--- src/rtl/alu_pkg.sv ---
// Shared types and constants for the ALU issue path: ctrl codes, MIPS opcode/funct
// values and the buffered-entry layout handed to the ALU.
package alu_pkg;

  localparam int ALU_DATA_W  = 32;
  localparam int ALU_CTRL_W  = 5;
  localparam int ALU_SHAMT_W = 5;

  localparam logic [ALU_CTRL_W-1:0] CTRL_ADD     = 5'd0;
  localparam logic [ALU_CTRL_W-1:0] CTRL_ADDI    = 5'd1;
  localparam logic [ALU_CTRL_W-1:0] CTRL_SUB     = 5'd2;
  localparam logic [ALU_CTRL_W-1:0] CTRL_AND     = 5'd3;
  localparam logic [ALU_CTRL_W-1:0] CTRL_OR      = 5'd4;
  localparam logic [ALU_CTRL_W-1:0] CTRL_SLT     = 5'd5;
  localparam logic [ALU_CTRL_W-1:0] CTRL_LW      = 5'd13;
  localparam logic [ALU_CTRL_W-1:0] CTRL_SW      = 5'd14;
  localparam logic [ALU_CTRL_W-1:0] CTRL_ILLEGAL = 5'd31;

  localparam logic [5:0] OP_RTYPE = 6'h00;
  localparam logic [5:0] OP_ADDI  = 6'h08;
  localparam logic [5:0] OP_LW    = 6'h23;
  localparam logic [5:0] OP_SW    = 6'h2B;

  localparam logic [5:0] FN_ADD = 6'h20;
  localparam logic [5:0] FN_SUB = 6'h22;
  localparam logic [5:0] FN_AND = 6'h24;
  localparam logic [5:0] FN_OR  = 6'h25;
  localparam logic [5:0] FN_SLT = 6'h2A;

  typedef struct packed {
    logic [ALU_DATA_W-1:0]  src1;
    logic [ALU_DATA_W-1:0]  src2;
    logic [ALU_CTRL_W-1:0]  ctrl;
    logic [ALU_SHAMT_W-1:0] shamt;
    logic                   illegal;
  } entry_t;

  typedef enum logic [1:0] {
    ST_EMPTY = 2'd0,
    ST_ONE   = 2'd1,
    ST_TWO   = 2'd2
  } fill_e;

  function automatic logic [ALU_DATA_W-1:0] sext16(input logic [15:0] imm);
    return {{(ALU_DATA_W-16){imm[15]}}, imm};
  endfunction

endpackage

--- src/rtl/alu_ctrl_decode.sv ---
// Combinational MIPS instruction decode into one ALU issue entry (ctrl, operands, shamt).
module alu_ctrl_decode
  import alu_pkg::*;
#(
  parameter logic [ALU_CTRL_W-1:0] ILLEGAL_CTRL = CTRL_ILLEGAL
) (
  input  logic [31:0]           instr_i,
  input  logic [ALU_DATA_W-1:0] rs_data_i,
  input  logic [ALU_DATA_W-1:0] rt_data_i,
  output entry_t                entry_o
);

  logic [5:0] op;
  logic [5:0] funct;
  logic       unused_regfields;

  assign op    = instr_i[31:26];
  assign funct = instr_i[5:0];
  // Register numbers were already consumed by the register-file read.
  assign unused_regfields = ^instr_i[25:16];

  always_comb begin
    entry_o.src1    = rs_data_i;
    entry_o.src2    = rt_data_i;
    entry_o.ctrl    = ILLEGAL_CTRL;
    entry_o.shamt   = instr_i[10:6];
    entry_o.illegal = 1'b1;
    case (op)
      OP_RTYPE: begin
        entry_o.illegal = 1'b0;
        case (funct)
          FN_ADD:  entry_o.ctrl = CTRL_ADD;
          FN_SUB:  entry_o.ctrl = CTRL_SUB;
          FN_AND:  entry_o.ctrl = CTRL_AND;
          FN_OR:   entry_o.ctrl = CTRL_OR;
          FN_SLT:  entry_o.ctrl = CTRL_SLT;
          default: entry_o.illegal = 1'b1;
        endcase
      end
      OP_ADDI, OP_LW, OP_SW: begin
        entry_o.illegal = 1'b0;
        entry_o.src2    = sext16(instr_i[15:0]);
        entry_o.ctrl    = (op == OP_ADDI) ? CTRL_ADDI :
                          (op == OP_LW)   ? CTRL_LW   : CTRL_SW;
      end
      default: ;
    endcase
  end

endmodule

--- src/rtl/alu_op_issue.sv ---
// Decoded-op issue to the ALU through a 2-entry skid buffer (valid/ready both sides
// registered), plus a count of ops handed over.
module alu_op_issue
  import alu_pkg::*;
#(
  parameter int                DATA_W       = ALU_DATA_W,
  parameter int                CTRL_W       = ALU_CTRL_W,
  parameter logic [CTRL_W-1:0] ILLEGAL_CTRL = 5'd31,
  parameter int                CNT_W        = 16
) (
  input  logic              clk_i,
  input  logic              rst_i,
  input  logic              flush_i,
  input  logic              in_valid_i,
  output logic              in_ready_o,
  input  logic [31:0]       instr_i,
  input  logic [DATA_W-1:0] rs_data_i,
  input  logic [DATA_W-1:0] rt_data_i,
  output logic              out_valid_o,
  input  logic              out_ready_i,
  output logic [DATA_W-1:0] src1_o,
  output logic [DATA_W-1:0] src2_o,
  output logic [CTRL_W-1:0] ctrl_o,
  output logic [4:0]        shamt_o,
  output logic              illegal_o,
  output logic [CNT_W-1:0]  issued_cnt_o
);

  fill_e            state_q, state_d;
  entry_t           head_q, head_d;
  entry_t           tail_q, tail_d;
  entry_t           dec;
  logic [CNT_W-1:0] cnt_q, cnt_d;
  logic             push, pop;

  alu_ctrl_decode #(.ILLEGAL_CTRL(ILLEGAL_CTRL)) u_dec (
    .instr_i  (instr_i),
    .rs_data_i(rs_data_i),
    .rt_data_i(rt_data_i),
    .entry_o  (dec)
  );

  assign in_ready_o  = (state_q != ST_TWO);
  assign out_valid_o = (state_q != ST_EMPTY);
  assign push        = in_valid_i & in_ready_o;
  assign pop         = out_valid_o & out_ready_i;

  always_comb begin
    state_d = state_q;
    head_d  = head_q;
    tail_d  = tail_q;
    cnt_d   = cnt_q;
    if (flush_i) begin
      state_d = ST_EMPTY;
    end else begin
      if (pop) cnt_d = cnt_q + 1'b1;
      case (state_q)
        ST_EMPTY: if (push) begin
          head_d  = dec;
          state_d = ST_ONE;
        end
        ST_ONE: begin
          if (push && pop) begin
            head_d = dec;
          end else if (push) begin
            tail_d  = dec;
            state_d = ST_TWO;
          end else if (pop) begin
            state_d = ST_EMPTY;
          end
        end
        ST_TWO: if (pop) begin
          head_d  = tail_q;
          state_d = ST_ONE;
        end
        default: state_d = ST_EMPTY;
      endcase
    end
  end

  always_ff @(posedge clk_i or negedge rst_i) begin
    if (!rst_i) begin
      state_q <= ST_EMPTY;
      head_q  <= '0;
      tail_q  <= '0;
      cnt_q   <= '0;
    end else begin
      state_q <= state_d;
      head_q  <= head_d;
      tail_q  <= tail_d;
      cnt_q   <= cnt_d;
    end
  end

  assign src1_o       = head_q.src1;
  assign src2_o       = head_q.src2;
  assign ctrl_o       = head_q.ctrl;
  assign shamt_o      = head_q.shamt;
  assign illegal_o    = head_q.illegal;
  assign issued_cnt_o = cnt_q;

endmodule
--- config.mk ---
export PLATFORM = sky130hd
export DESIGN_NAME = alu_op_issue
export DESIGN_NICKNAME = d
export VERILOG_FILES = /design/src/rtl/alu_pkg.sv /design/src/rtl/alu_ctrl_decode.sv /design/src/rtl/alu_op_issue.sv
export SDC_FILE = /design/constraint.sdc
export NUM_CORES = 1
export LEC_CHECK = 0
export BUFFER_PORTS_ARGS = -buffer_cell sky130_fd_sc_hd__buf_2
export CORE_ASPECT_RATIO = 1.25
export CORE_MARGIN = 5
export CORE_UTILIZATION = 50
export CTS_CLUSTER_SIZE = 24
export DETAILED_ROUTE_END_ITERATION = 7
export HOLD_SLACK_MARGIN = 0.02
export PLACE_DENSITY = 0.88
export SYNTH_ARGS = -nofsm -noshare
export SYNTH_HDL_FRONTEND = slang
export SYNTH_SLANG_ARGS = --single-unit
--- constraint.sdc ---
create_clock -name clk_i -period 2.1 [get_ports clk_i]
set_input_delay 0.105 -clock clk_i [delete_from_list [all_inputs] [get_ports clk_i]]
set_output_delay 0.105 -clock clk_i [all_outputs]
set_load 0.02 [all_outputs]
======== Word level (Yosys, flattened, before mapping) ========
Index checks and enable logic that the tools add are counted.
word-level totals
  flip-flop bits (word level) ............. 168
  latch bits .............................. 0
  bits in writable memories ............... 0
  bits in read-only memories .............. 0
  output and inout port bits .............. 93
  logic and storage cells ................. 64
  memories ................................ 0
operators by class
  add/subtract/negate cells ............... 1
  multipliers ............................. 0
  divide/modulo/power cells ............... 0
  magnitude comparators ................... 0
  equality and inequality tests ........... 18
  shift operators ......................... 0
  mux-type cells .......................... 18
  bitwise logic cells ..................... 4
  reductions and logical operators ........ 11
operators by type and width
  cell                                            count
  two-way mux 75 bit                              3
  one-hot mux 75 bit (3 select lines)             1
  == test 6 bit (second input constant)           7
  two-way mux 32 bit                              1
  one-hot mux 5 bit (5 select lines)              1
  adder 16 x 1 -> 16 bit (second input constant)  1
  two-way mux 2 bit                               7
  one-hot mux 5 bit (2 select lines)              1
  != test 3 bit (second input constant)           3
  != test 2 bit (second input constant)           4
  AND reduction 4 bit                             2
  == test 6 x 4 -> 1 bit (second input constant)  1
  logical NOT 6 bit                               1
  one-hot mux 2 bit (3 select lines)              1
  two-way mux 5 bit                               1
  AND reduction 5 bit                             1
  OR reduction 5 bit                              1
  != test 4 bit (second input constant)           1
  nonzero test 3 bit                              1
  OR reduction 3 bit                              1
  bitwise AND 1 bit                               2
  == test 2 x 1 -> 1 bit (second input constant)  1
  == test 2 bit (second input constant)           1
  logical NOT 2 bit                               1
  other kinds (6)                                 7

======== Depth between registers and ports, before layout ========
  depth in word-level cells ............... 7
  depth in mapped cells ................... 7
  mapped depth without buffers ............ 5

======== By module ========
A second synthesis with hierarchy kept.
second synthesis, totals
  cell total of the unflattened synthesis .. 751
  area total of the unflattened synthesis .. 8446.9 um^2
modules (own cells, without submodules)
  module           times used  cells an instance  area each (um^2)
  alu_op_issue     1           632                7566.0
  alu_ctrl_decode  1           119                880.8

======== Worst setup path after synthesis ========
OpenSTA, ideal clock, no wires.
  path type ............................... flip-flop to flip-flop
  start point ............................. register cnt_q[3], in the netlist issued_cnt_o[3]
  end point ............................... register cnt_q[14], in the netlist issued_cnt_o[14]
  arrival ................................. 1.430 ns
  required time ........................... 2.020 ns
  setup slack ............................. 0.590 ns
  cell stages (with the launch flop) ...... 6
  path buffers ............................ 0
  period minus slack after synthesis ...... 1.510 ns
  path through ............................ dfrtp_1 -> and3_1 -> and3_1 -> nand4_4 -> nor3b_2 -> xor2_1
on the way
  word-level cells in the longest chain between the ends .. 1
RTL lines
  item                    line                text
  start, declared         alu_op_issue.sv:33  logic [CNT_W-1:0] cnt_q, cnt_d;
  start signal, assigned  alu_op_issue.sv:91  cnt_q <= cnt_d;
  adder 16 x 1 -> 16 bit  alu_op_issue.sv:56  if (pop) cnt_d = cnt_q + 1'b1;
Every way passes these cells.
A chain may end at the register's enable or synchronous reset.

======== Worst setup path in the final report ========
  start point ............................. register state_q[0]
  end point ............................... output in_ready_o
on the way
  word-level cells in the longest chain between the ends .. 1
RTL lines
  item                    line                text
  start, declared         alu_op_issue.sv:29  fill_e state_q, state_d;
  start signal, assigned  alu_op_issue.sv:88  state_q <= state_d;
  != test 2 bit           alu_op_issue.sv:43  assign in_ready_o = (state_q != ST_TWO);
  end, declared           alu_op_issue.sv:15  output logic in_ready_o,
Every way passes these cells.

==> reports/results.ini <==
[placement]
hpwl_um=12600
placedInstanceArea_um2=8520
gp_congestion=0.836
io_buffer_count=183
pre_cts_slack_ps=50.7

[clocking]
clockBufferDepth=2
clk_latency_ps=420
clk_transition_reported_paths_ps=60
numClockSinks=168
cts_buffers=17
h-tree-depth=4
cts_tree=built
cts_setup_buffers=0
cts_root_buf=clkbuf_16

[final_layout]
finalInstanceArea_um2=9790
nFillCells=1085
multi_input_area_um2=2950
ff_latch_area_um2=4200
final_nets=1132
diodes=0
drive_above_1_share=0.236
syn2layout_area_growth_pct=33.1

[detailed_routing]
vias_per_cell=5.48
ant_nets=0
drt_iter0_markers=550
finalWirelength_um=20100
vias=6690
routedWlPerCell_um=16.4
dr.pass1.iters=5
drc_errors=0

[timing]
hold_slack_ps=36.3
setup_ws_ps=216
setup_violations=0
drv_slew=0
clock_skew_ps=6.50
relSlewSlack=0.587
period_needed_ps=1880
finalHoldViolations=0
rsz0062_at_grt=false
fmax_mhz=531
period_share=0.897
tns_ps=0
tightest_slew_ps=616

[worst_setup_path]
crit_chain=nor2b_4, inv_2, buf_4, buf_2
critPathMaxStageDelay_ps=510
required_ps=2000
worstSetupPathType=flip-flop to output pin
cpMaxStageDelayCell=dfrtp_1
worstPathMaxFanout=36
startpoint_type=flip-flop
cp-end-kind=output pin
arrival_ps=1780

[synth]
ys_warn_count=0
ys.flop_type=dfrtp_1
yosysUniqueCellTypes=47
yosysSeqAreaShare=0.571
synth_top_area_frac=0.571
synth_edf_count=0
syn-num-nets=895
ys_seq_elements=168
syn_inst=793
syn_area_per_cell_um2=9.28
synth_common_cells=nand2_1 (265), dfrtp_1 (168), nor2_1 (69), a31oi_1 (37), o21ai_0 (26)
synthTopCellsByArea=dfrtp_1 (57%), nand2_1 (14%), nor2_1 (3.5%)
synth_area_um2=7360
yosysMostFrequentCell=nand2_1
synth_top_area_cell=dfrtp_1
synthArstFlopShare=1.00

[global_routing]
overflow=0
grt_pass1_vias=6702
antenna_found_initial=0
grt_pass1_wl_um=33600
grt_max_degree=66
grt_usage=0.236

[job]
max_cap_viol_count=0

[power_and_ir_drop]
p_leak_uw=0.00489
peakVddDrop_mv=0.624
powerDensity_nw_per_um2=976

[die]
ios=194
core_um2=14400
die_y_um=146
start_util=0.511
num_rows=49
die_x_um=118
dieArea_um2=17300

[status]
status=finished clean

[hold_path]
min_path_type=primary input to flip-flop

## cell families (layout without fill, tap and decap cells)
logic type,count (synthesis),count (layout),synth area share
AND/OR/NAND/NOR,392,392,0.225
flip-flops,168,168,0.571
AO/OA/AOI/OAI,146,146,0.125
buffers and inverters,54,304,0.0354
multiplexers,17,17,0.0233
XOR/XNOR,15,15,0.0179
adder cells (fa/ha/maj),1,1,0.00170
## through the flow
step | std cells | util | total power (uW)
after floorplan | 793 | - | 5480
final | 1221 | 0.679 | 9550
after global placement | 1123 | 0.591 | 6170
after detailed placement | 1123 | 0.591 | 6280
after global routing | 1221 | 0.679 | 10000
after CTS | 1221 | 0.679 | 9600
## path summary, 6_finish.rpt
kind,start,endpoint,slack [ps],depth (start not counted)
worst max-delay path,state_q[0],in_ready_o,220,4
worst min-delay path,rt_data_i[0],src2_o[0],40,3
worst max register to register,state_q[1],src1_o[20],230,6
worst min register to register,tail_q[73],tail_q[73],470,2
max in group asynchronous,rst_i,src1_o[30],1230,3
min in group asynchronous,rst_i,src2_o[24],210,2
## metal layers
metal	track usage	part of all wire	vias up
met5	0	0	-
met4	0.111	0.039	0
met3	0.0517	0.061	61
met2	0.390	0.50	278
met1	0.294	0.40	3219
li1	-	-	3132
## layout make-up
type	count	area share
inverters	4	0.00153
clock inverters	8	0.0150
multi-input cells	571	0.301
repair buffers	268	0.184
clock buffers	24	0.0461
flip-flops and latches	168	0.429
well taps	178	0.0228
## power by group
group          total (uW)  internal (uW)  switching (uW)
clock                3210           1990            1220
sequential           4350           3930             425
combinational        2000            784            1210
## cell usage in the layout, fill, tap and decap left out, types with 17 or more instances in the layout
cell	Yosys	final
dlygate4sd3_1	0	66
dfrtp_1	168	168
nand3_1	24	23
clkbuf_16	0	17
o211ai_1	18	18
a21oi_1	25	25
a31oi_1	37	37
buf_2	25	182
o21ai_0	26	26
nor2_1	69	69
nand2_1	265	265
## what timing repair did
action	in CTS	in global routing
endpoints found under the setup margin	0	1
resized for setup	0	1
hold buffers	66	0
hold endpoints to repair	154	0
## worst max-delay path: cells and delay by family, from the launching register on
family | cells | cell delay, ps
simple gates | 1 | 110
flops | 1 | 510
buf+inv | 3 | 730
## sequential cells by signal (all words and copies together), names as in the netlist
register,flops
tail_q,75
src1_o,32
src2_o,32
issued_cnt_o,16
ctrl_o,5
shamt_o,5
state_q,2
illegal_o,1
Power figures use the tool's default switching activity.
